`src/rtl/vm_pkg.sv`:
```
// vm_pkg: shared types and default constants for the vending-machine credit path.
package vm_pkg;

   // Credit FSM states
   typedef enum logic {
      IDLE   = 1'b0,
      REFUND = 1'b1
   } vm_state_t;

   // Default note/coin denominations
   localparam logic [7:0] DEN_2  = 8'd2;
   localparam logic [7:0] DEN_5  = 8'd5;
   localparam logic [7:0] DEN_10 = 8'd10;

   // Default credit ceiling
   localparam int unsigned DEF_MAX_CREDIT = 99;

endpackage

```
`src/rtl/note_edge_det.sv`:
```
// note_edge_det: per-channel rising-edge detector for the note inputs.
// Optional feature macro: NOTE_SYNC_EN adds a 2-flop synchronizer in front of
// the edge detector (2 extra cycles of latency).
module note_edge_det #(
   parameter int unsigned N_CH = 3
) (
   input  logic            clk,
   input  logic            rst_n,
   input  logic [N_CH-1:0] note,
   output logic [N_CH-1:0] note_rise
);

   logic [N_CH-1:0] note_s;
   logic [N_CH-1:0] note_q;

`ifdef NOTE_SYNC_EN
   logic [N_CH-1:0] sync1;
   logic [N_CH-1:0] sync2;

   // Two-stage synchronizer for asynchronous note inputs
   always_ff @(posedge clk or negedge rst_n) begin
      if (!rst_n) begin
         sync1 <= '0;
         sync2 <= '0;
      end else begin
         sync1 <= note;
         sync2 <= sync1;
      end
   end

   assign note_s = sync2;
`else
   assign note_s = note;
`endif

   // Previous-cycle copy, tracked every cycle regardless of acceptance state
   always_ff @(posedge clk or negedge rst_n) begin
      if (!rst_n) note_q <= '0;
      else        note_q <= note_s;
   end

   assign note_rise = note_s & ~note_q;

endmodule

```
`src/rtl/cash_accumulator_mc.sv`:
```
// cash_accumulator_mc: multi-channel credit accumulator with vend and refund
// handshakes. Optional feature macro: NOTE_SYNC_EN (see note_edge_det).
module cash_accumulator_mc
   import vm_pkg::*;
#(
   parameter int unsigned              N_CH       = 3,
   parameter int unsigned              DENOM_W    = 8,
   parameter logic [N_CH*DENOM_W-1:0]  DENOMS     = {DEN_10, DEN_5, DEN_2},
   parameter int unsigned              CW         = 7,
   parameter int unsigned              MAX_CREDIT = DEF_MAX_CREDIT
) (
   input  logic            clk,
   input  logic            rst_n,
   input  logic            en,
   input  logic [N_CH-1:0] note,
   output logic [N_CH-1:0] note_acc,
   output logic [N_CH-1:0] note_rej,
   output logic [CW-1:0]   credit,
   input  logic            vend_req,
   input  logic [CW-1:0]   vend_price,
   output logic            vend_ok,
   output logic            vend_nak,
   input  logic            refund_req,
   output logic            refund_valid,
   output logic [CW-1:0]   refund_amt,
   input  logic            refund_ack
);

   // Sum width covers credit plus the widest denomination without wrapping
   localparam int unsigned SW = ((CW > DENOM_W) ? CW : DENOM_W) + 1;

   vm_state_t       state, state_d;
   logic [N_CH-1:0] note_rise;
   logic [N_CH-1:0] acc_d, rej_d;
   logic            ok_d, nak_d;
   logic            valid_d;
   logic [CW-1:0]   credit_d, amt_d;
   logic [SW-1:0]   running, cand;

   note_edge_det #(
      .N_CH (N_CH)
   ) u_edge (
      .clk       (clk),
      .rst_n     (rst_n),
      .note      (note),
      .note_rise (note_rise)
   );

   // State, credit and all handshake outputs are registered together
   always_ff @(posedge clk or negedge rst_n) begin
      if (!rst_n) begin
         state        <= IDLE;
         credit       <= '0;
         note_acc     <= '0;
         note_rej     <= '0;
         vend_ok      <= 1'b0;
         vend_nak     <= 1'b0;
         refund_valid <= 1'b0;
         refund_amt   <= '0;
      end else begin
         state        <= state_d;
         credit       <= credit_d;
         note_acc     <= acc_d;
         note_rej     <= rej_d;
         vend_ok      <= ok_d;
         vend_nak     <= nak_d;
         refund_valid <= valid_d;
         refund_amt   <= amt_d;
      end
   end

   // Next-state, note acceptance and vend/refund decisions
   always_comb begin
      state_d  = state;
      credit_d = credit;
      acc_d    = '0;
      rej_d    = '0;
      ok_d     = 1'b0;
      nak_d    = 1'b0;
      valid_d  = refund_valid;
      amt_d    = refund_amt;
      running  = SW'(credit);
      cand     = '0;
      case (state)
         IDLE: begin
            if (refund_req) begin
               // Notes rising in the refund-entry cycle are ignored so that no
               // accepted credit is lost when the balance is cleared.
               amt_d    = credit;
               credit_d = '0;
               valid_d  = 1'b1;
               state_d  = REFUND;
            end else begin
               if (en) begin
                  for (int unsigned i = 0; i < N_CH; i++) begin
                     if (note_rise[i]) begin
                        cand = running + SW'(DENOMS[i*DENOM_W +: DENOM_W]);
                        if (cand <= SW'(MAX_CREDIT)) begin
                           acc_d[i] = 1'b1;
                           running  = cand;
                        end else begin
                           rej_d[i] = 1'b1;
                        end
                     end
                  end
               end
               // Price compares against pre-update credit, so running >= price
               if (vend_req) begin
                  if (credit >= vend_price) begin
                     ok_d    = 1'b1;
                     running = running - SW'(vend_price);
                  end else begin
                     nak_d = 1'b1;
                  end
               end
               credit_d = running[CW-1:0];
            end
         end
         REFUND: begin
            if (refund_ack) begin
               valid_d = 1'b0;
               state_d = IDLE;
            end
         end
         default: state_d = IDLE;
      endcase
   end

endmodule

```
`config.mk`:
```
export PLATFORM = sky130hd
export DESIGN_NAME = cash_accumulator_mc
export DESIGN_NICKNAME = d
export VERILOG_FILES = /design/src/rtl/vm_pkg.sv /design/src/rtl/note_edge_det.sv /design/src/rtl/cash_accumulator_mc.sv
export SDC_FILE = /design/constraint.sdc
export NUM_CORES = 1
export LEC_CHECK = 0
export ABC_AREA = 1
export BUFFER_PORTS_ARGS = -buffer_cell sky130_fd_sc_hd__buf_2
export CAP_MARGIN = 40
export CORE_MARGIN = 5
export CORE_UTILIZATION = 35
export DETAILED_ROUTE_END_ITERATION = 10
export PLACE_DENSITY_LB_ADDON = 0.15
export RECOVER_POWER = 50
export SLEW_MARGIN = 10
export SYNTH_ARGS = -nofsm -noshare
export SYNTH_HDL_FRONTEND = slang
export SYNTH_SLANG_ARGS = --single-unit
```
`constraint.sdc`:
```
create_clock -name clk -period 5.7 [get_ports clk]
set_clock_uncertainty 0.15 [all_clocks]
set_input_delay 0.855 -clock clk [delete_from_list [all_inputs] [get_ports clk]]
set_output_delay 0.855 -clock clk [all_outputs]
set_load 0.05 [all_outputs]
```
; ---- Word level (Yosys, flattened, before mapping)
; Index checks and enable logic that the tools add are counted.
[op_classes]
n_mux = 50
addsub = 4
eq_ne = 2
n_reduce_logical = 2
shifts = 0
n_bitwise = 3
div = 0
n_mul = 0
n_lt_le_gt_ge = 4
[op_table]
columns = operator, count
row1 = 9-bit two-way mux, 8
row2 = 7-bit two-way mux, 8
row3 = 1-bit two-way mux, 24
row4 = "9-bit by 7-bit less-or-equal comparator with 1-bit output, second input constant", 2
row5 = 3-bit two-way mux, 6
row6 = 8-bit two-way mux, 2
row7 = "9-bit by 3-bit adder with 9-bit output, second input constant", 1
row8 = "9-bit by 4-bit adder with 9-bit output, second input constant", 1
row9 = "7-bit by 2-bit adder with 8-bit output, second input constant", 1
row10 = "8-bit by 7-bit less-or-equal comparator with 1-bit output, second input constant", 1
row11 = 7-bit greater-or-equal comparator, 1
row12 = 7-bit subtractor, 1
row13 = "2-bit != test, second input constant", 2
row14 = 1-bit case mux with 2 select lines, 2
row15 = 2-bit AND reduction, 2
row16 = 3-bit AND, 1
row17 = 3-bit NOT, 1
row18 = 1-bit NOT, 1
[totals]
memories = 0
elab_cells = 74
out_inout_bits = 23
mem_bits_rw = 0
latch_bits = 0
romBits = 0
ff_bits = 27
in_bits = 16

; ---- Logic depth before layout (Yosys ltp)
; Gate-level depths: netlist of run 1.
[logic_depth]
word_depth = 25
mapped_depth = 49
mapped_depth_nobuf = 48

; ---- Hierarchy
; Synthesis of run 1 repeated with hierarchy kept, for this count alone.
[hier_totals]
hier_cells = 334
hier_area_um2 = 2334.7
[by_module_without_submodules]
columns = module, cells_per_inst, instances, area_per_inst_um2, seq_area_each_um2
row1 = cash_accumulator_mc, 325, 1, 2229.6, 600.6
row2 = note_edge_det, 9, 1, 105.1, 75.1

; ---- Worst setup path after synthesis of run 1
; OpenSTA, ideal clock, no wires.
[synth_path]
kind = flip-flop to flip-flop
startpoint = register credit[2]
endpoint = register credit[6]
required_time_ns = 5.432
path_stages_with_launch = 41
n_path_buf = 2
setup_time_ns = 0.118
path_slack_ns = 0.171
t_arrival_ns = 5.261
period_less_slack_ns = 5.529
cell_sequence = dfrtp_1 ha_1 nand4_1 or2_1 buf_6 nand3_4 buf_8 nand2_2 nand2_1 inv_1 ha_1 inv_1 nand3_2 nand2_1 nand2_1 nand2_1 nand3_2 nand3_4 (+5 left out) nand3_1 nor2_2 nand2_2 nand3_4 nand3_4 xor2_1 nand2_1 nand2_1 fa_1 o21ai_0 nand2_1 nand2_1 a21oi_1 xor2_1 nor2_1 nand3_1 nand3_1 nand2_1
[synth_via]
elab_chain_len = 25
elab_cells_between_ends = 26
classes_between = 4 x add/sub / 4 x order compare / 18 x mux
[synth_lines]
columns = element, line
row1 = start: declaration, cash_accumulator_mc.sv:18  ; output logic [CW-1:0] credit,
row2 = start signal: assignment, cash_accumulator_mc.sv:62  ; credit <= credit_d;
row3 = 7-bit by 2-bit adder with 8-bit output, cash_accumulator_mc.sv:97  ; cand = running + SW'(DENOMS[i*DENOM_W +: DENOM_W]);
row4 = 8-bit by 7-bit less-or-equal comparator with 1-bit output, cash_accumulator_mc.sv:98  ; if (cand <= SW'(MAX_CREDIT)) begin
row5 = 8-bit two-way mux, cash_accumulator_mc.sv:98
row6 = 8-bit two-way mux, cash_accumulator_mc.sv:96  ; if (note_rise[i]) begin
row7 = 9-bit two-way mux, cash_accumulator_mc.sv:94  ; if (en) begin
row8 = 9-bit two-way mux, cash_accumulator_mc.sv:86  ; if (refund_req) begin
row9 = 9-bit two-way mux, cash_accumulator_mc.sv:84  ; case (state)
row10 = 9-bit by 3-bit adder with 9-bit output, cash_accumulator_mc.sv:97
row11 = (+9 left out), -
row12 = 7-bit two-way mux, cash_accumulator_mc.sv:96
row13 = 7-bit two-way mux, cash_accumulator_mc.sv:94
row14 = 7-bit two-way mux, cash_accumulator_mc.sv:86
row15 = 7-bit two-way mux, cash_accumulator_mc.sv:84
row16 = 7-bit subtractor, cash_accumulator_mc.sv:111  ; running = running - SW'(vend_price);
row17 = 7-bit two-way mux, cash_accumulator_mc.sv:109  ; if (credit >= vend_price) begin
row18 = 7-bit two-way mux *, cash_accumulator_mc.sv:108  ; if (vend_req) begin
row19 = 7-bit two-way mux *, cash_accumulator_mc.sv:86
; Mark *: on every way between the ends. The rest lies on a longest branch, timed or not. The select of a mux whose other input is x is not followed.
; A chain may end at the register's enable or synchronous reset.

; ---- Final worst setup path of run 1
[layout_path]
startpoint = register credit[1]
endpoint = register credit[6]
; The elaborated chain is that of the path after synthesis.

==> results.yml, run 1 <==
critical_path:
  startpoint_type: "flip-flop"
  cp-end-kind: "flip-flop"
  critPathCapture: "credit[6]"
  cp_data_required_time_ns: 5.74
  cp_slowest_cell: "o21ai_1"
  reg2reg_slack_ns: 0.51
  critical_path.top_delay_family: "simple AND/OR/NAND/NOR gates"
  cp_num_buf_inv: 3
  cp_num_cells: 38
  crit_start: "credit[1]"
  critPathKind: "flip-flop to flip-flop"
  critPathMaxFanout: 11
  r2r_cells: 38
  critPathMaxStageDelay_ns: 0.44
  cp.arrival_ns: 5.23
  regToRegEndpoint: "credit[6]"
  reg2reg_from: "credit[1]"
  crit_top_cell: "nand2_1"
sta:
  maxSlewHeadroom: -0.0758
  period_needed_ns: 5.19
  slew_violations: 28
  layout_setup_ws_ns: 0.505
  worstMarginPinSlew_ns: 1.61
  final.period_utilization: 0.911
  finalSetupViolCount: 0
  setup-tns-final_ns: 0
  fmax_mhz: 192
  hold_violations: 0
layout:
  area_delta_synth_final_pct: 17.2
  drive_above_1_share: 0.318
  fin_util: 0.424
  layout_common_cells: "nand2_1 (78), inv_1 (51), buf_2 (36)"
  final_common_cell: "nand2_1"
  final_nets: 417
  fin_cells: 477
  insertedDiodeCount: 0
synth:
  synth_warnings: 0
  ys.flop_type: "dfrtp_1"
  synth_edf_count: 0
  yosys.area.top_type_share: 0.272
  avgSynthCellArea_um2: 7.40
  yosys.area_share.xor_xnor: 0.0211
  async_flop_share: 1.00
  synth_compound_area_frac: 0.111
  yosysSeqAreaShare: 0.272
  yosys.area_share.simple: 0.385
  muxShareOfSynthArea: 0
  synth.largest_area_cell: "dfrtp_1"
  synth_top_family_by_area: "simple AND/OR/NAND/NOR gates"
  ys_types: 38
  synth_seq_cells: 27
  syn_nets: 371
  postSynthCellCount: 336
  synthAdderAreaFrac: 0.0987
  syn_area_um2: 2480
  synthTopCellsByArea: "dfrtp_1 (27%), nand2_1 (12%), ha_1 (9.1%)"
routing:
  ant_nets: 0
  drt-total-wl_um: 6390
  drtPass1Iterations: 4
  vias: 2280
  drtIter0Drc: 82
  vias_per_cell: 4.78
  drc: 0
  drt-wirelength-per-cell_um: 13.4
clocking:
  cts_tree: "built"
  cts_buffers: 3
  cts_htree_levels: 1
  cts-root-buf: "clkbuf_8"
  cts_hold_buf: 0
  cts.path.max_buffers: 2
  cts.clk_slew.worst_paths_ns: 0.12
  clock_latency_ns: 0.29
  cts.sinks: 27
status:
  violations: "capacitance limit, slew limit"
  status: "finished, violations left"
flow_run:
  cap_violations: 1
die:
  die_y_um: 94.3
  initial_core_util: 0.362
  dieArea_um2: 8880
  dieWidth_um: 94.3
  core_area_um2: 6870
  ioPinCount: 39
  rows: 30
placement:
  dp_slack_ns: 0.164
  gp_congestion: 0.814
  dp_hpwl_um: 5030
  dp.cells: 468
  portBuffers: 38
global_route:
  grt_max_degree: 28
  grt_first_pass_wirelength_um: 10800
  antenna_found_initial: 0
  overflow: 0
  grt_usage: 0.154
  grt_pass1_vias: 2238
worst_hold_path:
  hold_class: "flip-flop to flip-flop"
power:
  power_density_nw_per_um2: 396
  total_power_uw: 1150
  leakagePower_uw: 0.00155
  max-vdd-ir-drop_mv: 0.199
report_power, final:
| part | internal (µW) | switching, µW |
|---|---|---|
| logic | 240 | 515 |
| clock network | 51.6 | 74.5 |
| registers | 230 | 42.4 |
| total | 522 | 632 |
cell families after synthesis:
kind of cell | count (synthesis)
AO/OA/AOI/OAI | 45
XOR/XNOR | 6
adder cells (fa/ha/maj) | 19
AND/OR/NAND/NOR | 174
buffers and inverters | 65
flip-flops | 27
layout make-up:
type / instances / area, µm²
fillers: 735 / 3960
multi-input cells: 244 / 1580
flip-flops and latches: 27 / 681
repair buffers: 48 / 263
inverters: 58 / 223
well taps: 96 / 120
clock buffers: 3 / 41.3
clock inverters: 1 / 8.76
metal layers:
layer / routed length, µm / part of all wire / global-route usage
met5: 0 / 0 / 0
met4: 133 / 0.021 / 0.0469
met3: 227 / 0.036 / 0.0208
met2: 2950 / 0.46 / 0.258
met1: 3080 / 0.48 / 0.205
stage by stage:
stage / cell area (µm²) / hold WS [ns]
after floorplan: 2480 / 0.265
after global placement: 2780 / 0.284
after detailed placement: 2780 / 0.292
final: 2910 / 0.312
after global routing: 2910 / 0.339
after CTS: 2830 / 0.308
timing repair:
action,in CTS,in global routing
endpoints found under the setup margin,0,4
gates resized for setup,0,15
buffers inserted,0,5
endpoints found under the hold margin,0,0
flip-flops by register name, indices dropped and copies added (netlist names):
name / flops
vend_ok: 1
state: 1
u_edge.note_q: 3
note_rej: 3
credit: 7
refund_amt: 7
refund_valid: 1
note_acc: 3
vend_nak: 1
synthesized netlist by cell type (all sizes together) (2+ instances only):
library cell,number
or2,2
dfrtp,27
nand3,31
nor2,21
nand2,106
a21oi,11
a2111oi,3
inv,57
nand4,13
buf,5
clkbuf,2
o21ai,24
xor2,5
o22ai,2
ha,18
how the worst min path moves through the flow:
| stage | slack [ns] | end | depth (start not counted) | start |
|---|---|---|---|---|
| final | 0.31 | note_rej[1] | 1 | u_edge.note_q[1] |
| after global routing | 0.34 | note_rej[2] | 1 | u_edge.note_q[2] |
| after CTS | 0.31 | note_rej[1] | 1 | u_edge.note_q[1] |
| after detailed placement | 0.29 | note_rej[1] | 1 | u_edge.note_q[1] |
| after global placement | 0.28 | note_rej[2] | 1 | u_edge.note_q[2] |
| after floorplan | 0.27 | note_rej[2] | 1 | u_edge.note_q[2] |
Note: power is estimated with default switching activity, not from simulation.
==> run 2, diff against run 1 <==
--- a/config.mk
+++ b/config.mk
@@ -11,7 +11,6 @@
 export CORE_MARGIN = 5
 export CORE_UTILIZATION = 35
 export DETAILED_ROUTE_END_ITERATION = 10
-export PLACE_DENSITY_LB_ADDON = 0.15
 export RECOVER_POWER = 50
 export SLEW_MARGIN = 10
 export SYNTH_ARGS = -nofsm -noshare
==> run 2 against run 1 <==
The run still ends with capacitance limit, slew limit left. Die area stayed put. Sequential cell count stayed put. Global-route usage is 1.2 points lower. Non-clock buffer count rose by 6. Fmax rose by 0.41%. Critical path depth increased by 3.
==> results.yml, run 2 (synthesis gave the netlist of run 1 again) <==
status:
  status: "finished, violations left"
  violations: "capacitance limit, slew limit"
power:
  comb_power_share: 0.662
  clockPowerShare: 0.101
  max-vdd-ir-drop_mv: 0.112
  power.switching_uw: 618
  leakagePower_uw: 0.00157
  intPower_uw: 526
  sequentialPowerShare: 0.237
  p_sw_frac: 0.540
  power_density_nw_per_um2: 389
sta:
  maxSlewHeadroom: -0.0371
  final.period_utilization: 0.908
  slew_violations: 28
  setup-tns-final_ns: 0
  rsz0062_at_grt: "no"
  fmax_mhz: 193
  finalSetupViolCount: 0
  layout_setup_ws_ns: 0.527
  worstMarginPinSlew_ns: 1.56
  hold_violations: 0
  period_needed_ns: 5.17
critical_path:
  startpoint_type: "flip-flop"
  cp.arrival_ns: 5.20
  cp_data_required_time_ns: 5.73
  crit_top_cell: "nand2_1"
  critPathKind: "flip-flop to flip-flop"
  cp-end-kind: "flip-flop"
  cp_slowest_cell: "fa_1"
  critPathMaxFanout: 9
  r2r_cells: 41
  critPathMaxStageDelay_ns: 0.43
clocking:
  cts.sinks: 27
  cts_tree: "built"
  clock_latency_ns: 0.28
  cts-root-buf: "clkbuf_8"
  cts_hold_buf: 0
  cts_buffers: 3
  cts.path.max_buffers: 2
  cts.clk_slew.worst_paths_ns: 0.10
  cts_htree_levels: 1
layout:
  multi_input_area_um2: 1570
  stdcell_area_um2: 2940
  drive_above_1_share: 0.315
  final_common_cell: "nand2_1"
  seq_area_um2: 678
  layout_common_cells: "nand2_1 (79), inv_1 (51), buf_2 (36)"
  area_delta_synth_final_pct: 18.3
  insertedDiodeCount: 0
  fillers: 713
  top_regs: "credit (7), refund_amt (7)"
  final_nets: 423
flow_run:
  cap_violations: 1
die:
  initial_core_util: 0.362
  dieArea_um2: 8880
  core_area_um2: 6870
  ioPinCount: 39
  rows: 30
  die_y_um: 94.3
  dieWidth_um: 94.3
routing:
  ant_nets: 0
  vias_per_cell: 4.69
  drt-total-wl_um: 6000
  drt-wirelength-per-cell_um: 12.4
  drc: 0
  drtPass1Iterations: 4
  drtIter0Drc: 69
  vias: 2264
placement:
  dp_slack_ns: 0.202
  gp_congestion: 0.852
  placed_cell_area_um2: 2780
  portBuffers: 38
  dp_hpwl_um: 4750
global_route:
  grt_first_pass_wirelength_um: 10100
  grt_usage: 0.142
  overflow: 0
  antenna_found_initial: 0
  grt_pass1_vias: 2168
  grt_max_degree: 28
worst_hold_path:
  hold_class: "flip-flop to flip-flop"
  hold_depth: 1
[run 2: cell types whose count changed in the layout (fill, tap and decap cells not counted), moves of 2 or more]
cell / change
buf_4: +6
o21ai_1: +2
o21ai_2: -2
dfrtp_1: +2
dfrtp_2: -2
[run 2: area by class of cell]
type / count / share of cell area
Multi-Input combinational cell: 244 / 0.532
Clock inverter: 1 / 0.00170
Tap cell: 96 / 0.0409
Sequential cell: 27 / 0.231
Timing Repair Buffer: 54 / 0.105
Inverter: 58 / 0.0757
Clock buffer: 3 / 0.0140
[run 2: what timing repair did]
action / CTS / global route
setup endpoints to repair: 0 / 4
resized for setup: 0 / 10
buffers inserted: 0 / 10
[run 2: metal layers]
metal	routed length [µm]	share of wire	vias to the layer above	global-route usage
met1	2900	0.48	1034	0.191
met3	156	0.026	4	0.0144
met5	0	0	-	0
met2	2900	0.48	33	0.243
met4	48	0.0080	0	0.0361
li1	-	-	1193	-
[run 2: worst paths after layout]
| path | startpoint | to | slack (ns) |
|---|---|---|---|
| setup / recovery | credit[1] | credit[6] | 0.53 |
| hold / removal | u_edge.note_q[2] | note_rej[2] | 0.29 |
| setup reg to reg | credit[1] | credit[6] | 0.53 |
| hold reg to reg | u_edge.note_q[2] | note_rej[2] | 0.29 |
| max in group asynchronous | rst_n | credit[3] | 3.60 |
| min in group asynchronous | rst_n | note_rej[0] | 0.79 |
[run 2: critical path: cells and delay by family (launching register included)]
family          cells  cell delay [ns]
simple gates       29             2.65
compound gates      2             0.24
buf+inv             4             0.26
fa+ha+maj           4             1.13
flops               1             0.36
xor+xnor            2             0.31
[run 2: per-stage QoR]
step	total power, µW	std cells	hold slack (ns)	util
floorplan	846	336	0.265	-
global placement	995	469	0.288	0.405
detailed placement	1000	469	0.276	0.405
CTS	1120	473	0.291	0.412
global route	1250	483	0.307	0.428
finish	1140	483	0.290	0.428
[run 2: power by group through the flow]
stage	Sequential (µW)	Combinational, µW	Clock, µW
finish	272	757	115
global route	278	845	132
global placement	277	718	0
floorplan	390	456	0
detailed placement	277	723	0
CTS	273	727	121
